**config.mk**
```make
export PLATFORM = sky130hd
export DESIGN_NAME = muldiv
export DESIGN_NICKNAME = d
export VERILOG_FILES = /design/src/rtl/muldiv_defs.sv /design/src/rtl/muldiv_step.sv /design/src/rtl/muldiv.sv
export SDC_FILE = /design/constraint.sdc
export NUM_CORES = 1
export LEC_CHECK = 0
export CAP_MARGIN = 10
export CORE_ASPECT_RATIO = 0.8
export CORE_UTILIZATION = 50
export DETAILED_ROUTE_END_ITERATION = 7
export PLACE_DENSITY = 0.76
export SLEW_MARGIN = 10
export SYNTH_ARGS = -nofsm -noshare
export SYNTH_HDL_FRONTEND = slang
export SYNTH_HIERARCHICAL = 1
export SYNTH_SLANG_ARGS = --single-unit
```
**constraint.sdc**
```tcl
create_clock -name clk -period 5 [get_ports clk]
set_input_delay 1.25 -clock clk [delete_from_list [all_inputs] [get_ports clk]]
set_output_delay 1.25 -clock clk [all_outputs]
set_load 0.1 [all_outputs]
```
**src/rtl/muldiv_defs.sv**
```systemverilog
// Shared definitions for the iterative multiply/divide unit: op encodings,
// FSM states and counter sizing.
package muldiv_defs;

  localparam int unsigned MD_WIDTH = 32;

  typedef enum logic [1:0] {
    MD_MULT  = 2'b00,
    MD_MULTU = 2'b01,
    MD_DIV   = 2'b10,
    MD_DIVU  = 2'b11
  } md_op_e;

  typedef enum logic [1:0] {
    S_IDLE = 2'b00,
    S_CALC = 2'b01,
    S_DONE = 2'b10
  } state_e;

  function automatic int unsigned cnt_width(input int unsigned w);
    return (w > 1) ? $clog2(w) : 1;
  endfunction

  localparam int unsigned CNT_W = cnt_width(MD_WIDTH);

endpackage

```
**src/rtl/muldiv_step.sv**
```systemverilog
// One combinational iteration: radix-2 shift-add multiply or restoring
// shift-subtract divide over the {acc, quo} register pair.
module muldiv_step
  import muldiv_defs::*;
#(
  parameter int unsigned WIDTH = MD_WIDTH
) (
  input  logic [WIDTH-1:0] acc,
  input  logic [WIDTH-1:0] quo,
  input  logic [WIDTH-1:0] operand,
  input  logic             div_mode,
  output logic [WIDTH-1:0] acc_next,
  output logic [WIDTH-1:0] quo_next
);

  logic [WIDTH:0]   sum;
  logic [WIDTH:0]   shifted;
  logic [WIDTH-1:0] diff;
  logic             fits;

  always_comb begin
    sum     = {1'b0, acc} + (quo[0] ? {1'b0, operand} : '0);
    shifted = {acc, quo[WIDTH-1]};
    fits    = (shifted >= {1'b0, operand});
    // Remainder is always below the divisor, so the low WIDTH bits suffice.
    diff    = shifted[WIDTH-1:0] - operand;
    if (div_mode) begin
      acc_next = fits ? diff : shifted[WIDTH-1:0];
      quo_next = {quo[WIDTH-2:0], fits};
    end else begin
      acc_next = sum[WIDTH:1];
      quo_next = {sum[0], quo[WIDTH-1:1]};
    end
  end

endmodule

```
**src/rtl/muldiv.sv**
```systemverilog
// Iterative MULT/MULTU/DIV/DIVU unit with architectural HI/LO registers;
// one iteration per cycle, WIDTH iterations per operation.
module muldiv
  import muldiv_defs::*;
#(
  parameter int unsigned WIDTH = MD_WIDTH
) (
  input  logic             clk,
  input  logic             reset,
  input  logic             start,
  input  logic [1:0]       muldivop,
  input  logic [WIDTH-1:0] srca,
  input  logic [WIDTH-1:0] srcb,
  input  logic             hiwrite,
  input  logic             lowrite,
  output logic             busy,
  output logic             done,
  output logic [WIDTH-1:0] hi,
  output logic [WIDTH-1:0] lo
);

  localparam int unsigned CW = cnt_width(WIDTH);

  state_e           state, state_next;
  logic [CW-1:0]    count;
  logic [WIDTH-1:0] acc, quo, opb;
  logic             op_div, neg_main, neg_rem;
  logic             accept, last;

  md_op_e           op;
  logic             is_div, is_signed, sign_a, sign_b;
  logic [WIDTH-1:0] mag_a, mag_b;

  logic [WIDTH-1:0]   acc_step, quo_step;
  logic [2*WIDTH-1:0] prod, prod_fix;
  logic [WIDTH-1:0]   q_fix, r_fix, hi_res, lo_res;

  // Operand conditioning at launch: magnitudes for signed ops, raw otherwise.
  assign op        = md_op_e'(muldivop);
  assign is_div    = (op == MD_DIV) || (op == MD_DIVU);
  assign is_signed = (op == MD_MULT) || (op == MD_DIV);
  assign sign_a    = is_signed & srca[WIDTH-1];
  assign sign_b    = is_signed & srcb[WIDTH-1];
  assign mag_a     = sign_a ? (WIDTH'(0) - srca) : srca;
  assign mag_b     = sign_b ? (WIDTH'(0) - srcb) : srcb;

  muldiv_step #(.WIDTH(WIDTH)) u_step (
    .acc      (acc),
    .quo      (quo),
    .operand  (opb),
    .div_mode (op_div),
    .acc_next (acc_step),
    .quo_next (quo_step)
  );

  always_ff @(posedge clk) begin
    if (reset) state <= S_IDLE;
    else       state <= state_next;
  end

  always_comb begin
    state_next = state;
    accept     = 1'b0;
    last       = 1'b0;
    case (state)
      S_IDLE, S_DONE: begin
        if (start) begin
          accept     = 1'b1;
          state_next = S_CALC;
        end else begin
          state_next = S_IDLE;
        end
      end
      S_CALC: begin
        if (count == CW'(WIDTH - 1)) begin
          last       = 1'b1;
          state_next = S_DONE;
        end
      end
      default: state_next = S_IDLE;
    endcase
  end

  // Final sign fix-up applied to the last iteration's output.
  always_comb begin
    prod     = {acc_step, quo_step};
    prod_fix = neg_main ? ((2*WIDTH)'(0) - prod) : prod;
    q_fix    = neg_main ? (WIDTH'(0) - quo_step) : quo_step;
    r_fix    = neg_rem  ? (WIDTH'(0) - acc_step) : acc_step;
    hi_res   = op_div ? r_fix : prod_fix[2*WIDTH-1:WIDTH];
    lo_res   = op_div ? q_fix : prod_fix[WIDTH-1:0];
  end

  always_ff @(posedge clk) begin
    if (reset) begin
      busy     <= 1'b0;
      done     <= 1'b0;
      hi       <= '0;
      lo       <= '0;
      count    <= '0;
      acc      <= '0;
      quo      <= '0;
      opb      <= '0;
      op_div   <= 1'b0;
      neg_main <= 1'b0;
      neg_rem  <= 1'b0;
    end else begin
      busy <= (state_next == S_CALC);
      done <= (state_next == S_DONE);
      if (accept) begin
        acc      <= '0;
        quo      <= mag_a;
        opb      <= mag_b;
        op_div   <= is_div;
        // Divide by zero keeps the all-ones quotient unsigned.
        neg_main <= (sign_a ^ sign_b) & ~(is_div & (srcb == '0));
        neg_rem  <= sign_a & is_div;
        count    <= '0;
      end else if (state == S_CALC) begin
        acc   <= acc_step;
        quo   <= quo_step;
        count <= count + CW'(1);
      end
      if (state != S_CALC) begin
        if (hiwrite) hi <= srca;
        if (lowrite) lo <= srca;
      end else if (last) begin
        hi <= hi_res;
        lo <= lo_res;
      end
    end
  end

endmodule

```
---- Word level (Yosys, flattened, before mapping) ----
Cells that the tools add are included.
Widths: inputs -> output; s select.
word-level totals
  logic and storage cells ................. 75
  output and inout bits ................... 66
  register bits after elaboration ......... 172
cells by class
  mux-type cells .......................... 26
  eq/ne operators ......................... 10
  magnitude comparators ................... 1
  reduce and logical (&&, ||, !) cells .... 11
  bitwise operators ....................... 7
  add/sub/neg operators ................... 8
operator list
  kind                   number
  $mux 32                18
  $sub 1x32->32 const A  4
  $mux 64                1
  $sub 1x64->64 const A  1
  $add 32x33->33         1
  $ge 33x32->1           1
  $logic_not 32->1       1
  $sub 32x32->32         1
  $eq 2x2->1 const B     4
  $add 5x1->5 const B    1
  $and 1x1->1            5
  $eq 5x5->1 const B     1
  $mux 1                 5
  $eq 2x1->1 const B     2
  $logic_not 2->1        2
  $ne 2x2->1 const B     2
  $pmux 2 s2             1
  $reduce_and 2->1       2
  $reduce_bool 2->1      2
  $reduce_or 2->1        2
  $logic_or 1x1->1       2
  $mux 2                 1
  $ne 2x1->1 const B     1
  $not 1->1              1
  $xor 1x1->1            1

---- Longest topological paths before layout ----
Gate-level depths: netlist (run 1).
  depth in word-level cells ............... 8
  depth in mapped cells ................... 22

---- By module ----
The synthesis (run 1) kept the hierarchy.
by module, submodules not included
  module       cells an instance  area each (µm²)  seq. area each (µm²)  instances
  muldiv       1296               9880.7           3443.3                1
  muldiv_step  697                4763.3           0.0                   1

---- Least setup slack after synthesis (run 1) ----
OpenSTA, ideal clock, no wires.
  path type ............................... flip-flop to flip-flop
  start point ............................. register quo[0]
  end point ............................... register hi[30]
  data arrival time ....................... 4.518 ns
  library setup time ...................... 0.070 ns
  cell stages (with the launch flop) ...... 21
  slack ................................... 0.412 ns
  required time ........................... 4.930 ns
  path through ............................ dfxtp_1 clkbuf_1 and2_1 ha_1 fa_1 a21oi_1 o21ai_1 a21oi_1 o21ai_1 a31oi_1 o21bai_1 a221oi_1 xor2_1 o21ai_0 or4_1 or3_1 clkbuf_1 nor3_1 a21oi_1 or4_1 a21oi_1
on the way
  word-level cells in the longest chain between the ends .. 8
  elaborated cells between the ends (all ways) .. 11
  those cells by class .................... add/sub (3); mux (8)
RTL lines
  element                                         line                        source
  from (decl)                                     muldiv.sv:26                logic [WIDTH-1:0] acc, quo, opb;
  from (signal assigned)                          muldiv.sv:112               quo <= mag_a;
  from (signal assigned)                          muldiv.sv:121               quo <= quo_step;
  $mux 32 (*)                                     muldiv_step.sv:22           sum = {1'b0, acc} + (quo[0] ? {1'b0, operand} : '0);
  $add 32x33->33 (*)                              muldiv_step.sv:22
  $mux 32 (*)                                     muldiv_step.sv:27           if (div_mode) begin
  named net acc_step[19]                          muldiv.sv:34                logic [WIDTH-1:0] acc_step, quo_step;
  $sub 1x64->64 or $sub 1x32->32 (tied branches)  muldiv.sv:87, muldiv.sv:89
  $mux 64 or $mux 32 (tied branches)              muldiv.sv:87, muldiv.sv:89
  $mux 32 (*)                                     muldiv.sv:90                hi_res = op_div ? r_fix : prod_fix[2*WIDTH-1:WIDTH];
  $mux 32 (*)                                     muldiv.sv:127               end else if (last) begin
  $mux 32 (*)                                     muldiv.sv:124               if (state != S_CALC) begin
  to (signal assigned)                            muldiv.sv:125               if (hiwrite) hi <= srca;
  to (signal assigned)                            muldiv.sv:128               hi <= hi_res;
  to (decl)                                       muldiv.sv:18                output logic [WIDTH-1:0] hi,
Mark *: on every way through the listed nets, which the timed path passes. The rest lies on a longest branch. The select of a mux whose other input is x is not followed.
A chain may end at the register's enable or synchronous reset.

---- Worst setup path in the final report (run 1) ----
Ends and elaborated chain as after synthesis.

==> results of run 1 <==
-- cell usage after synthesis (27+ instances only) --
library cell	n	area share, %
dfxtp_1	172	24
inv_1	68	1.7
nand2_1	220	5.6
nor2_1	181	4.6
nor3_1	59	2.0
a21o_1	30	1.5
nand3_1	32	1.1
ha_1	70	6.0
xor2_1	65	3.9
a211oi_1	54	2.8
a31oi_1	27	1.2
mux2i_1	36	2.5
and2_1	43	1.8
xnor2_1	90	5.4
o21ai_0	111	3.8
a21oi_1	176	6.0
clkbuf_1	105	2.7
mux2_2	34	2.6
-- layout make-up --
cell class	count	area, sq um	share of cell area (%)
antenna	1	2.50	0.0141
clock buffer	22	485	2.73
clock inverter	10	77.6	0.437
inverter	68	255	1.44
multi-input combinational	1621	10500	59.3
sequential	172	3450	19.4
tap	370	463	2.61
timing repair buffer	279	2480	14.0
-- registers in the layout, indices dropped and copies added, names as in the netlist --
name	cells
state	2
busy	1
neg_main	1
quo	32
count	5
lo	32
hi	32
neg_rem	1
opb	32
done	1
op_div	1
acc	32
-- through the flow --
| step | std cells | TNS [ns] | util (%) | hold WS [ns] |
|---|---|---|---|---|
| floorplan | 1993 | 0 | - | 0.439 |
| global placement | 2507 | 0 | 59.7 | 0.432 |
| detailed placement | 2507 | -0.113 | 59.7 | 0.444 |
| CTS | 2542 | 0 | 61.8 | 0.459 |
| global route | 2542 | -0.0603 | 62.2 | 0.478 |
| finish | 2543 | 0 | 62.2 | 0.454 |
-- power groups by stage --
stage | combinational [mW] | sequential [mW] | clock, mW
2_1_floorplan | 0.935 | 1.83 | 0
3_3_place_gp | 1.87 | 1.57 | 0
3_5_place_dp | 1.88 | 1.58 | 0
4_1_cts | 1.89 | 1.55 | 1.33
5_1_grt | 2.07 | 1.56 | 1.40
6_report | 1.98 | 1.55 | 1.33
-- final timing paths --
kind | slack (ns) | start | end
worst max-delay path | 0.16 | quo[0] | hi[30]
worst min-delay path | 0.45 | lo[11] | lo[11]
worst max register to register | 0.16 | quo[0] | hi[30]
worst min register to register | 0.45 | lo[11] | lo[11]
-- kinds of logic after synthesis --
| kind of cell | share of synthesized area [%] |
|---|---|
| AOI/OAI and AO/OA | 27.4 |
| and+or+nand+nor | 23.1 |
| xor gates and xnor gates | 9.27 |
| buffers and inverters | 5.43 |
| DFF | 23.5 |
| muxes | 5.08 |
| adders and majority gates | 6.25 |
-- worst max-delay path, delay by kind of cell (launching register included) --
family	cells	cell delay [ns]
xor gates and xnor gates	1	0.20
AOI/OAI and AO/OA	10	1.74
and+or+nand+nor	5	1.79
adders and majority gates	2	0.69
DFF	1	0.37
-- timing repair --
| action | CTS | global route |
|---|---|---|
| gates cloned | 0 | 0 |
| setup buffers | 3 | 0 |
| setup endpoints to repair | 4 | 23 |
| pin swaps | 1 | 4 |
| resized for setup | 2 | 25 |
-- metal layers --
metal | track usage [%] | vias to the layer above | share of wire, %
met4 | 7.50 | 0 | 1.5
met1 | 59.2 | 8007 | 46
met2 | 52.4 | 1071 | 39
li1 | - | 7599 | -
met5 | 0 | - | 0
met3 | 12.2 | 79 | 14
==> results.md, run 1 <==
- Static timing analysis puts the maximum clock frequency at roughly 210 MHz.
- The switching fraction of total power is 41.5%.
- The number of endpoints with negative hold slack in the final report was 0.
- The synthesis warning total is 6.
- The initial antenna violation count is 2.
- During I/O placement, the number of pins put on the boundary was 137.
- The largest driver fanout on the critical path is 7.
- The completed layout was analyzed and its total power is 4.86 mW.
- The finished cells cover 17800 sq um.
- The post-route worst setup slack is 0.158 ns.
- The post-place setup slack is -0.0875 ns.
- Summed over all nets, the switching power comes to 2.02 mW.
- The synthesized design contains between 150 and 200 register bits.
- The count of unique library cells instantiated by Yosys is 77.
- The floorplan step set the die height to 155 microns.
- The reported leakage power is 6.90 nW.
- The kind of start point of the critical path is a register.
- Combinational logic burns between 40% and 50% of the power.
- The deepest clock path buffer count is 2.
- The global-route wire length before repair is about 90000 microns.
- The sequential share of power is 31.9%.
- Power spread over the standard cell area amounts to 274 nW/um^2.
- The area enclosed by the die boundary is 30000 sq um.
- In the routed layout, each cell is associated on average with a via count of 6.59.
- The share of total power dissipated in the clock network is about 27%.
- In the global route stage, overall resource usage came out at 38.9%.
- The minimum period implied by the final worst setup slack is 4.84 ns.
- The placement-stage cell area is 17000 sq um.
- Detailed placement ended at an HPWL of 46100 microns.
- The slew at the pin closest to its max-slew limit is 1.01 ns.
- For this design, the CTS-stage hold fixing added 0 buffers.
- The clock transition at the registers of the reported paths is around 0.07 ns.
- The final count of negative-setup-slack endpoints is 0.
- After filler insertion, the fill cell instance count of the layout stands at 2579.
- The fraction of final layout cells with drive strength greater than 1 is 11.9%.
- The run finished, with violations left.
- For this design, the sink count on the clock tree is 172.
- The width of the die is 193 microns.
- The worst min-delay path class is register to register.
- After synthesis, flip-flops and latches occupy 23.5% of the total area.
- Of all flip-flops after synthesis, the portion carrying an async set or reset was 0%.
- The synthesized design contains 0 enable-type register cells.
- In this run the tool buffered the top-level ports with 136 buffer cells.
- The max-slew violation count was 0.
- The largest individual stage delay along the critical path comes from the cell or4_1.
- In this run the number of H-tree levels came out at 4.
- The net count of the finished layout is 2302.
- After detailed routing, the average wire length per cell comes to 23.6 microns.
- The internal portion of total power is 2.84 mW.
- The initial standard-cell utilization of the core is between 50% and 60%.
- The number of global-route vias before repair was 14900.
- In this run the remaining antenna-violating nets after routing total 0.
- Setup repair after global routing could not meet its margin everywhere.
- The floorplan has 55 rows.
- Buffers inserted during clock tree synthesis total 17.
- The later pin in the worst-skew pair is clocked with a latency of 0.45 ns.
- After detailed routing, the total wire length is 60000 microns.
- The remaining global-route overflow is 0.
- The worst hold path stage count is 2.
- The worst path uses 96.8% of the clock period.
- The cell depth of the worst flop-to-flop path is 18.
- The worst slew margin relative to its limit is 32.3%.
- The most used flip-flop cell after synthesis is dfxtp_1.
- The critical path is of the register to register type.
- Entering global routing, the biggest net connects 80 pins.
- In this run the cell area of the synthesized design comes to 14600 sq um.
- The weighted congestion reported at the end of routability-driven placement is 1.04.
- The setup clock skew after layout is roughly 0.015 ns.
- The net count after synthesis is 2136.
- In the layout the commonest cells are 220 x nand2_1, 181 x nor2_1, 171 x a21oi_1.
- Data arrives at the worst endpoint at between 5 and 6 ns.
- The largest single stage delay on the critical path is 0.55 ns.
- The type of destination of the critical path is a register.
- The signal on the critical path passes through and2_1 -> ha_1 -> fa_1 -> a21oi_2 -> o21ai_1 -> a21oi_2 -> o21ai_1 -> a31oi_1 -> o21bai_1 -> a221oi_2 -> xor2_1 -> o21ai_0 -> or4_1 -> or3_4 -> nor3_4 -> a21oi_1 -> or4_1 -> a21oi_1.
- From synthesis to final layout, the design area changed by 21.2%.
- The total core area is 28600 sq um.
- The DRC violation total after the first TritonRoute iteration is 2450.
- The post-synthesis instance total is 1993.
- The final reports fail on design-rule violations.
- The library cell used most frequently in the layout, excluding fill and tap cells, is nand2_1.
- Averaged over all synthesized cells, the footprint is around 7.3 sq um.
- Across the run, the number of max-cap violations was 0.
- The CTS tree is done.
- For the worst setup path, the data required time is 5.38 ns.
- The first detailed-routing pass ran for 8 iterations.
- For this run, design rule violations remaining after detail routing come to 4.
- The largest vdd supply drop is 0.282 mV.
- The root cell of the clock tree is clkbuf_16.
- The routed layout has around 17000 vias.
No activity file was read; power rests on OpenSTA's default activity.
==> inputs of run 2 (changes only) <==
- CORE_UTILIZATION: 50 -> 44
- PLACE_DENSITY: 0.76 -> unset
==> results.md, run 2 (synthesis gave the netlist of run 1 again) <==
- Run status: complete, no violations (was finished with violations).
- The setup clock skew after layout is 0.0112 ns (was 0.0146 ns).
- The utilization after layout was 54.6% (was 62.2%).
- The DRC violation total after the first TritonRoute iteration is 1975 (was 2450).
- The area enclosed by the die boundary is 34000 sq um (was 30000 sq um).
- The remaining antenna violation count after routing is 0 (unchanged).
- The most common cell after layout, fill and taps aside is nand2_1 (unchanged).
- The endpoint required time on the critical path came to 5.41 ns (was 5.38 ns).
- The worst slew margin relative to its limit is 26.6% (was 32.3%).
- The switching fraction of total power is 42.6% (was 41.5%).
- The remaining global-route overflow is 0 (unchanged).
- The internal portion of total power came to 2.80 mW (was 2.84 mW).
- The vertical extent of the die was 165 microns (was 155 microns).
- The initial standard-cell utilization of the core came to 44.9% (was 51.3%).
- The final count of negative-setup-slack endpoints is 0 (unchanged).
- The number of top-level design ports is 137 (unchanged).
- The type of destination of the critical path is a register (unchanged).
- The root cell of the clock tree was clkbuf_16 (unchanged).
- The fraction of final layout cells with drive strength greater than 1 is 12.2% (was 11.9%).
- The sequential share of power is 31.7% (was 31.9%).
- The number of global-route vias before repair is 14500 (was 14900).
- The total wire length was 60800 microns (was 60000 microns).
- The largest delay contributor family on the critical path is compound AO/OA/AOI/OAI gates (was simple AND/OR/NAND/NOR gates).
- The number of port buffers is 136 (unchanged).
- The kind of start point of the critical path is a register (unchanged).
- The area growth from synthesis to final layout came to 21.7% (was 21.2%).
- The H-tree depth is 4 (unchanged).
- The worst min-delay path class is register to register (unchanged).
- The max-cap check violation count is 0 (unchanged).
- The slew at the pin closest to its max-slew limit came to 1.10 ns (was 1.01 ns).
- The minimum period implied by the final worst setup slack is 4.78 ns (was 4.84 ns).
- The number of endpoints with negative hold slack in the final report is 0 (unchanged).
- The highest achievable clock rate came to 209 MHz (was 207 MHz).
- The width of the die is 206 microns (was 193 microns).
- The worst stage delay on the critical path is 0.64 ns (was 0.55 ns).
- The reported leakage power is 6.92 nW (was 6.90 nW).
- The final clock period utilization by the worst path is 95.7% (was 96.8%).
- The detailed placement HPWL came to 46800 microns (was 46100 microns).
- Chain of cells forming the critical path: and2_1 -> ha_1 -> fa_1 -> a21oi_2 -> o21ai_1 -> a21oi_1 -> buf_4 -> o21ai_1 -> a31oi_1 -> o21bai_1 -> a21oi_1 -> xor2_1 -> mux2i_1 -> buf_4 -> nor4_1 -> nand2_1 -> o311ai_0 -> o21ai_0 -> a221oi_1 -> o211a_1 (was and2_1 -> ha_1 -> fa_1 -> a21oi_2 -> o21ai_1 -> a21oi_2 -> o21ai_1 -> a31oi_1 -> o21bai_1 -> a221oi_2 -> xor2_1 -> o21ai_0 -> or4_1 -> or3_4 -> nor3_4 -> a21oi_1 -> or4_1 -> a21oi_1).
- The cell with the largest stage delay on the worst path is nor4_1 (was or4_1).
- The deepest clock path buffer count is 2 (unchanged).
- The total core area came to 32600 sq um (was 28600 sq um).
- The clock transition at the registers of the reported paths was 0.08 ns (was 0.07 ns).
- The number of CTS-inserted buffers came to 17 (unchanged).
- The post-route DRC violation count was 0 (was 4).
- The ratio of total power to cell area is 274 nW/um^2 (about the same).
- The max-slew violation count is 0 (unchanged).
- The largest driver fanout on the critical path came to 8 (was 7).
- The site row count came to 59 (was 55).
- The global-route wire length before repair is 90100 microns (was 89800 microns).
- The worst slack on hold paths came to 0.464 ns (was 0.454 ns).
- The sum of negative setup slack is 0 ns (unchanged).
- The final antenna diode count came to 0 (was 1).
- The number of nets in the finished design is 2306 (was 2302).
- The arrival time at the worst endpoint was 5.19 ns (was 5.22 ns).
- The weighted congestion reported at the end of routability-driven placement is 1.00 (was 1.04).
- The via count of the routed design is 16400 (was 16800).
- The clock latency on the worst-skew pair is 0.46 ns (was 0.45 ns).
- The initial antenna violation count is 2 (unchanged).
- The largest vdd supply drop is 0.231 mV (was 0.282 mV).
- The net switching power of the design is 2.08 mW (was 2.02 mW).
- The average wire per cell in the routed design is 23.4 microns (was 23.6 microns).
- The via density per instance came to 6.29 (was 6.59).
- The critical path class is register to register (unchanged).
- Leading cell types in the layout, fill and taps excluded: 220 x nand2_1, 180 x nor2_1, 172 x a21oi_1 (was 220 x nand2_1, 181 x nor2_1, 171 x a21oi_1).
- The number of sinks driven by the clock tree came to 172 (unchanged).
- The first-pass iteration count of the detailed router came to 7 (was 8).
- The CTS tree is done (unchanged).
- The number of buffers and inverters on the critical path is 2 (was 0).
- The overall global routing resource usage is 35.3% (was 38.9%).
- The pin count of the biggest net entering global routing is 77 (was 80).
- The power share of the clock group is 28.1% (was 27.4%).
- The combinational cell fraction of total power is 40.3% (was 40.7%).
[run 2: cell count changes in the layout (fill, tap and decap cells not counted), moves of 3 or more]
| cell | previous run | this run |
|---|---|---|
| ha_2 | 4 | 1 |
| inv_8 | 0 | 4 |
| buf_12 | 4 | 1 |
| o21ai_2 | 0 | 3 |
| ha_1 | 66 | 69 |
| buf_4 | 140 | 146 |
[run 2: cell type report]
class	count	area, sq um
repair buffers	282	2470
multi-input cells	1622	10500
clock inverters	15	153
well taps	427	534
flip-flops and latches	172	3450
fillers	3214	14800
clock buffers	17	425
inverters	68	255
[run 2: power by group through the flow]
| stage | combinational (mW) | sequential (mW) | clock, mW |
|---|---|---|---|
| finish | 1.97 | 1.55 | 1.37 |
| global route | 2.08 | 1.56 | 1.44 |
| CTS | 1.89 | 1.54 | 1.37 |
| detailed placement | 1.88 | 1.58 | 0 |
| global placement | 1.87 | 1.57 | 0 |
| floorplan | 0.935 | 1.83 | 0 |
[run 2: per-stage QoR]
step,setup WS [ns],power [mW],area (sq um),std cells
after floorplan,0.412,2.77,14600,1993
after global placement,0.170,3.44,17100,2560
after detailed placement,0.0164,3.45,17100,2560
after CTS,0.0478,4.81,17700,2597
after global routing,-0.0110,5.07,17800,2603
final,0.217,4.89,17800,2603
[run 2: final timing paths]
kind	from	end	slack, ns	cells past startpoint
setup reg to reg	quo[0]	hi[23]	0.22	20
hold reg to reg	count[4]	count[4]	0.46	2
setup / recovery	quo[0]	hi[23]	0.22	20
hold / removal	count[4]	count[4]	0.46	2
[run 2: timing repair]
item	4_1_cts	5_1_grt
setup endpoints to repair	1	25
resized for setup	0	27
pin swaps	1	5
hold buffers	0	0
setup buffers	5	5
cloned	0	1
[run 2: worst register-to-register path: stages, from the launching register on]
cell,delay (ns)
dfxtp_1,0.37
and2_1,0.16
ha_1,0.25
fa_1,0.45
a21oi_2,0.17
o21ai_1,0.07
a21oi_1,0.15
buf_4,0.14
o21ai_1,0.08
a31oi_1,0.26
o21bai_1,0.15
a21oi_1,0.20
xor2_1,0.20
mux2i_1,0.11
buf_4,0.22
nor4_1,0.64
nand2_1,0.23
o311ai_0,0.30
o21ai_0,0.14
a221oi_1,0.26
o211a_1,0.18
[run 2: layer usage]
metal / track usage (%) / wire length, microns
met5: 0 / 12
met4: 6.99 / 778
met3: 12.0 / 8120
met2: 46.5 / 23500
met1: 53.8 / 28400
==> inputs of run 3 (changes only) <==
- CORE_UTILIZATION: 44 -> 40
- clock period: 5 -> 4.2 ns (I/O delays scaled with it)
==> results.md, run 3 (synthesis gave the netlist of run 1 again) <==
- The area growth from synthesis to final layout is 44.1% (was 21.7%).
- The number of port buffers was 136 (unchanged).
- The number of endpoints with negative hold slack in the final report is 0 (unchanged).
- The worst slew margin relative to its limit is 6.31% (was 26.6%).
- The reported leakage power is 8.47 nW (was 6.92 nW).
- The endpoint required time on the critical path is 4.54 ns (was 5.41 ns).
- The number of global-route vias before repair is 16000 (was 14500).
- The initial antenna violation count is 0 (was 2).
- The pin count of the biggest net entering global routing is 110 (was 77).
- The via count of the routed design is 17500 (was 16400).
- The area enclosed by the die boundary is 37400 sq um (was 34000 sq um).
- The largest vdd supply drop is 0.260 mV (was 0.231 mV).
- The max-slew violation count was 0 (unchanged).
- The weighted congestion reported at the end of routability-driven placement is 0.968 (was 1.00).
- The clock transition at the registers of the reported paths is 0.08 ns (about the same).
- The deepest clock path buffer count came to 2 (unchanged).
- The count of hold buffers inserted by post-cts repair is 0 (unchanged).
- The reg-to-reg setup timing slack was -0.28 ns (was 0.22 ns).
- The worst slack on hold paths was 0.451 ns (was 0.464 ns).
- The site row count is 62 (was 59).
- The worst min-delay path class is register to register (unchanged).
- The final clock period utilization by the worst path was 107% (was 95.7%).
- The total wire length came to 67000 microns (was 60800 microns).
- The largest driver fanout on the critical path was 12 (was 8).
- The critical path class is register to register (unchanged).
- The ratio of total power to cell area is 300 nW/um^2 (was 274 nW/um^2).
- The minimum period implied by the final worst setup slack is 4.48 ns (was 4.78 ns).
- The vertical extent of the die is 173 microns (was 165 microns).
- The final count of negative-setup-slack endpoints is 17 (was 0).
- The most common cell after layout, fill and taps aside is buf_4 (was nand2_1).
- The utilization after layout is 58.6% (was 54.6%).
- The max-cap check violation count was 0 (unchanged).
- The number of nets in the finished design came to 2577 (was 2306).
- The CTS tree is done (unchanged).
- The first-pass iteration count of the detailed router is 6 (was 7).
- The DRC violation total after the first TritonRoute iteration was 2048 (was 1975).
- The average wire per cell in the routed design is 22.9 microns (was 23.4 microns).
- The via density per instance is 5.99 (was 6.29).
- The post-route worst setup slack was -0.279 ns (was 0.217 ns).
- The number of CTS-inserted buffers is 17 (unchanged).
- Leading cell types in the layout, fill and taps excluded: 397 x buf_4, 217 x nand2_1, 174 x nor2_1 (was 220 x nand2_1, 180 x nor2_1, 172 x a21oi_1).
- The total core area was 36000 sq um (was 32600 sq um).
- Setup repair after global routing could not meet its margin everywhere.
- The number of top-level design ports is 137 (unchanged).
- The remaining antenna violation count after routing was 0 (unchanged).
- The highest achievable clock rate is 223 MHz (was 209 MHz).
- The root cell of the clock tree is clkbuf_16 (unchanged).
- The initial standard-cell utilization of the core is 40.7% (was 44.9%).
- The global-route wire length before repair was 98900 microns (was 90100 microns).
- Run status: finished with violations (was complete, no violations).
- The arrival time at the worst endpoint is 4.81 ns (was 5.19 ns).
- The clock latency on the worst-skew pair was 0.47 ns (was 0.46 ns).
- The post-route DRC violation count came to 0 (unchanged).
- The overall global routing resource usage is 34.6% (was 35.3%).
- The remaining global-route overflow is 0 (unchanged).
- The number of sinks driven by the clock tree is 172 (unchanged).
- The kind of start point of the critical path is a register (unchanged).
- The final antenna diode count is 0 (unchanged).
- The width of the die came to 216 microns (was 206 microns).
- The setup clock skew after layout is 0.0145 ns (was 0.0112 ns).
- The fraction of final layout cells with drive strength greater than 1 is 29.2% (was 12.2%).
- The slew at the pin closest to its max-slew limit is 1.40 ns (was 1.10 ns).
- The checks that failed: negative setup slack.
- The H-tree depth is 4 (unchanged).
- The type of destination of the critical path was a register (unchanged).
- The detailed placement HPWL is 51400 microns (was 46800 microns).
==> run 3: changes by cell type in the layout (fill, tap and decap cells not counted), moves of 15 or more <==
| cell | before | now |
|---|---|---|
| a21oi_1 | 172 | 149 |
| a21oi_2 | 4 | 26 |
| buf_4 | 146 | 397 |
| buf_6 | 0 | 15 |
| dfxtp_1 | 166 | 145 |
| dfxtp_2 | 5 | 20 |
| ha_1 | 69 | 42 |
| ha_4 | 0 | 22 |
| o21ai_0 | 108 | 85 |
| o21ai_2 | 3 | 20 |
==> run 3: final timing paths <==
kind	from	to	cells after the start
worst max-delay path	quo[0]	hi[22]	19
worst min-delay path	lo[10]	lo[10]	2
worst max register to register	quo[0]	hi[22]	19
worst min register to register	lo[10]	lo[10]	2
==> run 3: through the flow <==
stage	TNS [ns]	power, mW	worst slack, ns	instance area (sq um)	std cells
2_1_floorplan	-0.858	3.34	-0.168	14800	1993
3_3_place_gp	-9.29	4.36	-0.511	19100	2848
3_5_place_dp	-9.94	4.37	-0.574	19100	2848
4_1_cts	-0.797	6.05	-0.140	20100	2894
5_1_grt	-5.32	6.54	-0.393	21100	2927
6_report	-2.09	6.33	-0.279	21100	2927
==> run 3: where the power goes <==
group | leakage (nW) | internal (mW) | switching (mW) | total (mW)
clock | 0.260 | 0.793 | 0.784 | 1.58
combinational | 6.79 | 1.16 | 1.74 | 2.91
sequential | 1.42 | 1.74 | 0.0999 | 1.84
==> run 3: repair_timing <==
item                                    4_1_cts  5_1_grt
pin swaps                                    42       87
gates cloned                                  1        2
endpoints found under the setup margin       32       45
setup buffers                                13       33
resized for setup                            96      174
==> run 3: worst max-delay path: stages, from the launching register on <==
cell and delay (ns):
dfxtp_4 0.36, buf_4 0.15, buf_6 0.15, and2_1 0.16, ha_1 0.21, a21oi_1 0.16, nor2_1 0.08, a211oi_2 0.25
o21ai_2 0.15, a31oi_2 0.23, o21bai_2 0.12, a221oi_2 0.26, xor2_1 0.24, o21ai_2 0.09, or4_4 0.57, or3_4 0.47
or2_4 0.29, nor4_2 0.21, o21a_1 0.17, a311oi_2 0.05
==> run 3: cell type report <==
class	instances	area [sq um]
clock buffer	20	457
sequential	172	3490
multi-input combinational	1621	11600
clock inverter	12	88.8
fill	3339	14900
inverter	68	255
timing repair buffer	554	4630
tap	480	601
==> run 3: routing by layer <==
metal  global-route usage [%]  vias to the layer above  part of all wire, %
met5                        0                        -                    0
met4                     6.95                        0                  1.8
met3                     9.01                       83                   12
met2                     45.5                      915                   39
met1                     54.7                     8394                   48
li1                         -                     8148                    -
